**src/rtl/mips_defs.sv**
```systemverilog
// Shared MIPS encoding constants and write-back select types.
package mips_defs;

  localparam logic [5:0] OP_RTYPE  = 6'h00;
  localparam logic [5:0] OP_REGIMM = 6'h01;
  localparam logic [5:0] OP_JAL    = 6'h03;
  localparam logic [5:0] OP_ADDI   = 6'h08;
  localparam logic [5:0] OP_ADDIU  = 6'h09;
  localparam logic [5:0] OP_SLTI   = 6'h0A;
  localparam logic [5:0] OP_SLTIU  = 6'h0B;
  localparam logic [5:0] OP_ANDI   = 6'h0C;
  localparam logic [5:0] OP_ORI    = 6'h0D;
  localparam logic [5:0] OP_XORI   = 6'h0E;
  localparam logic [5:0] OP_LUI    = 6'h0F;
  localparam logic [5:0] OP_LB     = 6'h20;
  localparam logic [5:0] OP_LH     = 6'h21;
  localparam logic [5:0] OP_LW     = 6'h23;
  localparam logic [5:0] OP_LBU    = 6'h24;
  localparam logic [5:0] OP_LHU    = 6'h25;

  localparam logic [5:0] FN_SLL  = 6'h00;
  localparam logic [5:0] FN_SRL  = 6'h02;
  localparam logic [5:0] FN_SRA  = 6'h03;
  localparam logic [5:0] FN_SLLV = 6'h04;
  localparam logic [5:0] FN_SRLV = 6'h06;
  localparam logic [5:0] FN_SRAV = 6'h07;
  localparam logic [5:0] FN_JALR = 6'h09;
  localparam logic [5:0] FN_MOVZ = 6'h0A;
  localparam logic [5:0] FN_MOVN = 6'h0B;
  localparam logic [5:0] FN_MFHI = 6'h10;
  localparam logic [5:0] FN_MFLO = 6'h12;
  localparam logic [5:0] FN_ADD  = 6'h20;
  localparam logic [5:0] FN_NOR  = 6'h27;
  localparam logic [5:0] FN_SLT  = 6'h2A;
  localparam logic [5:0] FN_SLTU = 6'h2B;

  localparam logic [4:0] RT_BLTZAL = 5'h10;
  localparam logic [4:0] RT_BGEZAL = 5'h11;

  typedef enum logic [1:0] {WSRC_ALU, WSRC_MEM, WSRC_PC8} wsrc_e;
  typedef enum logic [1:0] {DST_RD, DST_RT, DST_31} dst_e;

endpackage

```
**src/rtl/wb_load_ext.sv**
```systemverilog
// Aligns the addressed byte/half of a loaded word and sign- or zero-extends it.
module wb_load_ext
  import mips_defs::*;
(
  input  logic [5:0]  op,
  input  logic [1:0]  addrLo,
  input  logic [31:0] readData,
  output logic [31:0] loadData
);

  function automatic logic [31:0] extByte(input logic [7:0] b, input logic sgn);
    logic signed [7:0] sb;
    sb = $signed(b);
    return sgn ? 32'($signed(sb)) : {24'h0, b};
  endfunction

  function automatic logic [31:0] extHalf(input logic [15:0] h, input logic sgn);
    logic signed [15:0] sh;
    sh = $signed(h);
    return sgn ? 32'($signed(sh)) : {16'h0, h};
  endfunction

  logic [7:0]  byteSel;
  logic [15:0] halfSel;

  assign byteSel = readData[8*addrLo +: 8];
  assign halfSel = readData[16*addrLo[1] +: 16];

  always_comb begin
    loadData = readData;
    case (op)
      OP_LB:   loadData = extByte(byteSel, 1'b1);
      OP_LBU:  loadData = extByte(byteSel, 1'b0);
      OP_LH:   loadData = extHalf(halfSel, 1'b1);
      OP_LHU:  loadData = extHalf(halfSel, 1'b0);
      default: loadData = readData;
    endcase
  end

endmodule

```
**src/rtl/wb_regfile_stage.sv**
```systemverilog
// MIPS write-back stage: result select, 32x32 register file with optional
// write-first read bypass, and a retired-instruction counter.
module wb_regfile_stage
  import mips_defs::*;
#(
  parameter int CNT_WIDTH = 32,
  parameter bit BYPASS    = 1'b1
) (
  input  logic                 clk,
  input  logic                 reset,
  input  logic [31:0]          InstrW,
  input  logic [31:0]          PCplus8W,
  input  logic [31:0]          ALUOutW,
  input  logic                 movWriteW,
  input  logic                 bWriteW,
  input  logic [31:0]          ReadDataW,
  input  logic [4:0]           A1,
  input  logic [4:0]           A2,
  output logic [31:0]          RD1,
  output logic [31:0]          RD2,
  output logic                 WEW,
  output logic [4:0]           A3W,
  output logic [31:0]          WDW,
  output logic [CNT_WIDTH-1:0] RetireCount
);

  logic [5:0]  op;
  logic [5:0]  funct;
  logic [4:0]  rt;
  logic [4:0]  rd;
  logic        decWrite;
  logic        condOk;
  wsrc_e       wsrc;
  dst_e        dst;
  logic [31:0] loadData;
  logic [31:0] regs [32];

  assign op    = InstrW[31:26];
  assign funct = InstrW[5:0];
  assign rt    = InstrW[20:16];
  assign rd    = InstrW[15:11];

  always_comb begin
    decWrite = 1'b0;
    condOk   = 1'b1;
    wsrc     = WSRC_ALU;
    dst      = DST_RD;
    case (op)
      OP_RTYPE: begin
        dst = DST_RD;
        case (funct)
          FN_SLL, FN_SRL, FN_SRA, FN_SLLV, FN_SRLV, FN_SRAV,
          FN_MFHI, FN_MFLO, FN_SLT, FN_SLTU: decWrite = 1'b1;
          FN_JALR: begin
            decWrite = 1'b1;
            wsrc     = WSRC_PC8;
          end
          FN_MOVZ, FN_MOVN: begin
            decWrite = 1'b1;
            condOk   = movWriteW;
          end
          default: decWrite = (funct >= FN_ADD) && (funct <= FN_NOR);
        endcase
      end
      OP_ADDI, OP_ADDIU, OP_SLTI, OP_SLTIU, OP_ANDI, OP_ORI, OP_XORI, OP_LUI: begin
        decWrite = 1'b1;
        dst      = DST_RT;
      end
      OP_LW, OP_LB, OP_LBU, OP_LH, OP_LHU: begin
        decWrite = 1'b1;
        dst      = DST_RT;
        wsrc     = WSRC_MEM;
      end
      OP_JAL: begin
        decWrite = 1'b1;
        dst      = DST_31;
        wsrc     = WSRC_PC8;
      end
      OP_REGIMM: begin
        decWrite = (rt == RT_BLTZAL) || (rt == RT_BGEZAL);
        condOk   = bWriteW;
        dst      = DST_31;
        wsrc     = WSRC_PC8;
      end
      default: decWrite = 1'b0;
    endcase
  end

  wb_load_ext uLoadExt (
    .op       (op),
    .addrLo   (ALUOutW[1:0]),
    .readData (ReadDataW),
    .loadData (loadData)
  );

  always_comb begin
    case (dst)
      DST_RT:  A3W = rt;
      DST_31:  A3W = 5'd31;
      default: A3W = rd;
    endcase
    case (wsrc)
      WSRC_MEM: WDW = loadData;
      WSRC_PC8: WDW = PCplus8W;
      default:  WDW = ALUOutW;
    endcase
  end

  // $0 is never a legal destination, so a zero A3W also kills the write.
  assign WEW = decWrite && condOk && (A3W != 5'd0);

  always_ff @(posedge clk) begin
    if (!reset) begin
      for (int i = 0; i < 32; i++) regs[i] <= 32'h0;
      RetireCount <= '0;
    end else begin
      if (WEW) regs[A3W] <= WDW;
      if (InstrW != 32'h0) RetireCount <= RetireCount + CNT_WIDTH'(1);
    end
  end

  // WEW already implies A3W != 0, so a $0 read never picks up bypass data.
  always_comb begin
    RD1 = (A1 == 5'd0) ? 32'h0 : regs[A1];
    RD2 = (A2 == 5'd0) ? 32'h0 : regs[A2];
    if (BYPASS && WEW && (A1 == A3W)) RD1 = WDW;
    if (BYPASS && WEW && (A2 == A3W)) RD2 = WDW;
  end

endmodule

```
**config.mk**
```make
export PLATFORM = sky130hd
export DESIGN_NAME = wb_regfile_stage
export DESIGN_NICKNAME = d
export VERILOG_FILES = /design/src/rtl/mips_defs.sv /design/src/rtl/wb_load_ext.sv /design/src/rtl/wb_regfile_stage.sv
export SDC_FILE = /design/constraint.sdc
export NUM_CORES = 2
export LEC_CHECK = 0
export BUFFER_PORTS_ARGS = -buffer_cell sky130_fd_sc_hd__clkbuf_2
export CORE_MARGIN = 2
export CORE_UTILIZATION = 40
export DETAILED_ROUTE_END_ITERATION = 16
export HOLD_SLACK_MARGIN = 0.12
export SETUP_SLACK_MARGIN = 0.5
export SLEW_MARGIN = 20
export SYNTH_ARGS = -nofsm -noshare
export SYNTH_HDL_FRONTEND = slang
export SYNTH_HIERARCHICAL = 1
export SYNTH_SLANG_ARGS = --single-unit
```
**constraint.sdc**
```tcl
create_clock -name clk -period 4 [get_ports clk]
set_input_delay 0 -clock clk [delete_from_list [all_inputs] [get_ports clk]]
set_output_delay 0 -clock clk [all_outputs]
set_load 0.1 [all_outputs]
```
==> results.rst <==
.. list-table::
   :header-rows: 1

   * - Metric
     - Value
   * - Layout area overhead
     - 20.9%
   * - Clk_skew
     - ~0.011 ns
   * - Most common cell after layout, fill and taps aside
     - sky130_fd_sc_hd__nor2_1
   * - Kind of start point of the critical path
     - register
   * - Port-buffer cells
     - roughly 280
   * - Setup repair after global routing missed its margin
     - yes
   * - Area of the die
     - between 0.1 and 0.15 mm2
   * - Starting utilization of the core area
     - 0.403
   * - Clock Path Buffers
     - 3
   * - Sequential-to-total area share from yosys stat
     - 0.550
   * - Initial DRC count
     - 7426
   * - Wire length reported by the detailed router
     - 242 mm
   * - Deepest level of the CTS H-tree
     - 3
   * - CP max stage cell
     - sky130_fd_sc_hd__mux4_2
   * - Launching point of the worst reg2reg path
     - RetireCount[4]
   * - Nets
     - 5007
   * - Post-placement cell area
     - 0.0642 mm2
   * - Synthesized netlist cell count
     - 4499
   * - Post-synth EDFFs
     - 1024
   * - Cts bufs inserted
     - 117
   * - Routed Antenna Nets
     - 0
   * - Tmin final
     - 3.49 ns
   * - Hold path startpoint
     - ALUOutW[1]
   * - Worst setup EP type
     - primary output
   * - Slew of the pin with the lowest slew margin
     - 1.33 ns
   * - Fin area
     - 0.0690 mm2
   * - P_leak
     - 24.7 nW
   * - Cell variety after synth
     - 63
   * - Final hold vios
     - 0
   * - Clock root buffer master
     - sky130_fd_sc_hd__clkbuf_16
   * - Number of global-route vias before repair
     - 43800
   * - Top cell type by total area after synthesis
     - sky130_fd_sc_hd__edfxtp_1
   * - Mean cell area of the mapped netlist
     - roughly 13 um2
   * - Final weighted congestion in routability-driven placement
     - between 0.9 and 1
   * - Data arrival at the endpoint of the critical path
     - 3.49 ns
   * - Final Cycle Share
     - 0.872
   * - Placeable core region
     - around 0.14 mm2
   * - Most frequently used flop master after synthesis
     - sky130_fd_sc_hd__edfxtp_1
   * - All-layer global routing usage
     - 0.327
   * - Cell types occupying the most area after synthesis
     - sky130_fd_sc_hd__edfxtp_1, sky130_fd_sc_hd__mux4_2, sky130_fd_sc_hd__nor2_1
   * - Leading cell types in the layout, fill and taps excluded
     - sky130_fd_sc_hd__nor2_1, sky130_fd_sc_hd__edfxtp_1, sky130_fd_sc_hd__mux4_2
   * - Syn Std Cell Area
     - ~0.057 mm2
   * - Longest individual stage delay on the worst path
     - between 0.4 and 0.5 ns
   * - Worst EP required
     - 4.00 ns
   * - Total power divided by cell area
     - ~430 mW/mm2
   * - Final setup violation count
     - 0
   * - WL/cell
     - 35.3 um
   * - Number of max-cap violations
     - 0
   * - Syn. warnings
     - 6
   * - Setup slack on the worst flop-to-flop path
     - 1.70 ns
   * - Clock tree from TritonCTS
     - yes
   * - First-pass GRT wire length
     - 335 mm
   * - Critical path type
     - reg2out
   * - Die span in x
     - roughly 380 um
   * - Number of antenna violations at the first check in global routing
     - 13
   * - Crit path max fanout
     - 2
   * - Worst Hold Slack
     - 0.126 ns
   * - Post-detail-place hpwl
     - 153 mm
   * - Hold Path Class
     - in2reg
   * - Flip-flop and latch count after synthesis
     - 1056
   * - Timing startpoint of the critical path
     - regs[11][21]
   * - Worst path bufs/invs
     - 1
   * - Source-to-sink clock delay at the later pin of the worst-skew pair
     - slightly below 0.8 ns
   * - Max-Slew Margin vs Limit
     - 0.115
   * - Standard-cell row count
     - 138
   * - Via count of the routed design
     - 45300
   * - Final-layout fill cell count
     - roughly 13000
   * - Maximum clock frequency
     - 287 MHz
   * - Residual DRC count
     - 0
   * - Status
     - complete, no violations
   * - Grt ovf
     - 0
   * - Pin count of the biggest net entering global routing
     - 68
   * - Clk sink count
     - 1056
   * - Number of optimization iterations in the first detailed-route pass
     - 6
   * - Share of flip-flops with an asynchronous set or reset after synthesis
     - 0
   * - Via/cell ratio
     - approximately 6.6
   * - Cells along the critical path
     - mux4_2 -> mux2i_1 -> o22ai_1 -> a211oi_1 -> nor2_1 -> mux2_4 -> buf_12
   * - Yosys top cell area share
     - 0.539
   * - Vert. Die Dim
     - 382 um
   * - Maximum vdd ir drop
     - ~380 uV
   * - Kind of cell adding the most delay to the critical path
     - multiplexers
   * - Proportion of layout cells with a drive suffix above 1
     - 0.294
   * - Final Max Slew Viols
     - 0
   * - Clock edge transition at the registers on the reported setup and hold paths
     - about 0.060 ns
   * - I/O pin count
     - 276
[sequential cells by signal, indices dropped and copies added (netlist names)]
name         flops
RetireCount     32
regs          1024
[synthesized netlist by cell type, types with 15 or more instances]
cell and number:
sky130_fd_sc_hd__mux2i_1 348, sky130_fd_sc_hd__a21oi_1 52, sky130_fd_sc_hd__nand3_1 93, sky130_fd_sc_hd__buf_2 51
sky130_fd_sc_hd__o221ai_1 103, sky130_fd_sc_hd__nand4_1 15, sky130_fd_sc_hd__dfxtp_1 32, sky130_fd_sc_hd__mux2_2 170
sky130_fd_sc_hd__o22ai_1 127, sky130_fd_sc_hd__buf_1 55, sky130_fd_sc_hd__a211oi_1 35, sky130_fd_sc_hd__nor3_1 36
sky130_fd_sc_hd__mux4_2 355, sky130_fd_sc_hd__inv_1 48, sky130_fd_sc_hd__nor2_1 1133, sky130_fd_sc_hd__a22oi_1 129
sky130_fd_sc_hd__nand2_1 107, sky130_fd_sc_hd__clkbuf_1 339, sky130_fd_sc_hd__o21ai_0 64, sky130_fd_sc_hd__edfxtp_1 1024
sky130_fd_sc_hd__xnor2_1 31
[cell type report]
type,count,area [um2],area share
flip-flops and latches,1056,31400,0.455
multi-input cells,2968,25000,0.362
repair buffers,666,6210,0.0900
clock buffers,143,3110,0.0451
well taps,1890,2360,0.0343
clock inverters,76,733,0.0106
inverters,51,203,0.00294
diodes,8,20.0,0.000290
[worst register-to-register path, cell delays in order (launching register included)]
cell and delay [ns]:
sky130_fd_sc_hd__dfxtp_1 0.45, sky130_fd_sc_hd__and3_1 0.34, sky130_fd_sc_hd__nand3_1 0.52, sky130_fd_sc_hd__nor4b_1 0.59, sky130_fd_sc_hd__xnor2_1 0.18, sky130_fd_sc_hd__nor2_1 0.05
[metal layers]
metal	track usage	wire length, um
met5	0	114
met4	0.183	16100
met3	0.0920	32700
met2	0.491	107000
met1	0.425	86400
[report_power, final]
| group | internal (W) | leakage (nW) | switching, W |
|---|---|---|---|
| Clock | 0.00639 | 1.87 | 0.00472 |
| Sequential | 0.0127 | 9.99 | 0.000282 |
| Combinational | 0.00210 | 12.9 | 0.00377 |
[what timing repair did]
item,CTS,global route
hold endpoints to repair,971,0
setup buffers,3,7
endpoints found under the setup margin,22,32
hold buffers,75,0
cloned,1,1
pin swaps,1,2
gates resized for setup,0,4
[cell families (layout without fill, tap and decap cells)]
kind of cell,count (synthesis),count (layout),share of synthesized area
multiplexers,875,875,0.235
XOR/XNOR,40,40,0.00614
AND/OR/NAND/NOR,1473,1473,0.106
AO/OA/AOI/OAI,541,543,0.0660
adder cells (fa/ha/maj),5,5,0.00110
buffers and inverters,508,936,0.0358
flip-flops,1056,1056,0.550
other,1,40,0.0000657
[final timing paths]
check / end / depth (start not counted)
worst max-delay path: RD2[21] / 7
worst min-delay path: regs[24][1] / 4
worst max register to register: RetireCount[24] / 5
worst min register to register: RetireCount[1] / 2
[stage by stage]
stage | power, W | worst slack [ns] | setup TNS (ns) | instances | util
final | 0.0299 | 0.514 | 0 | 6858 | 0.487
after global routing | 0.0305 | 0.497 | 0 | 6854 | 0.487
after CTS | 0.0298 | 0.517 | 0 | 6842 | 0.486
after detailed placement | 0.0188 | 0.345 | 0 | 6544 | 0.453
after global placement | 0.0187 | 0.344 | 0 | 6543 | 0.453
after floorplan | 0.0165 | -0.0914 | -2.53 | 4530 | -
Power figures use the tool's default switching activity.
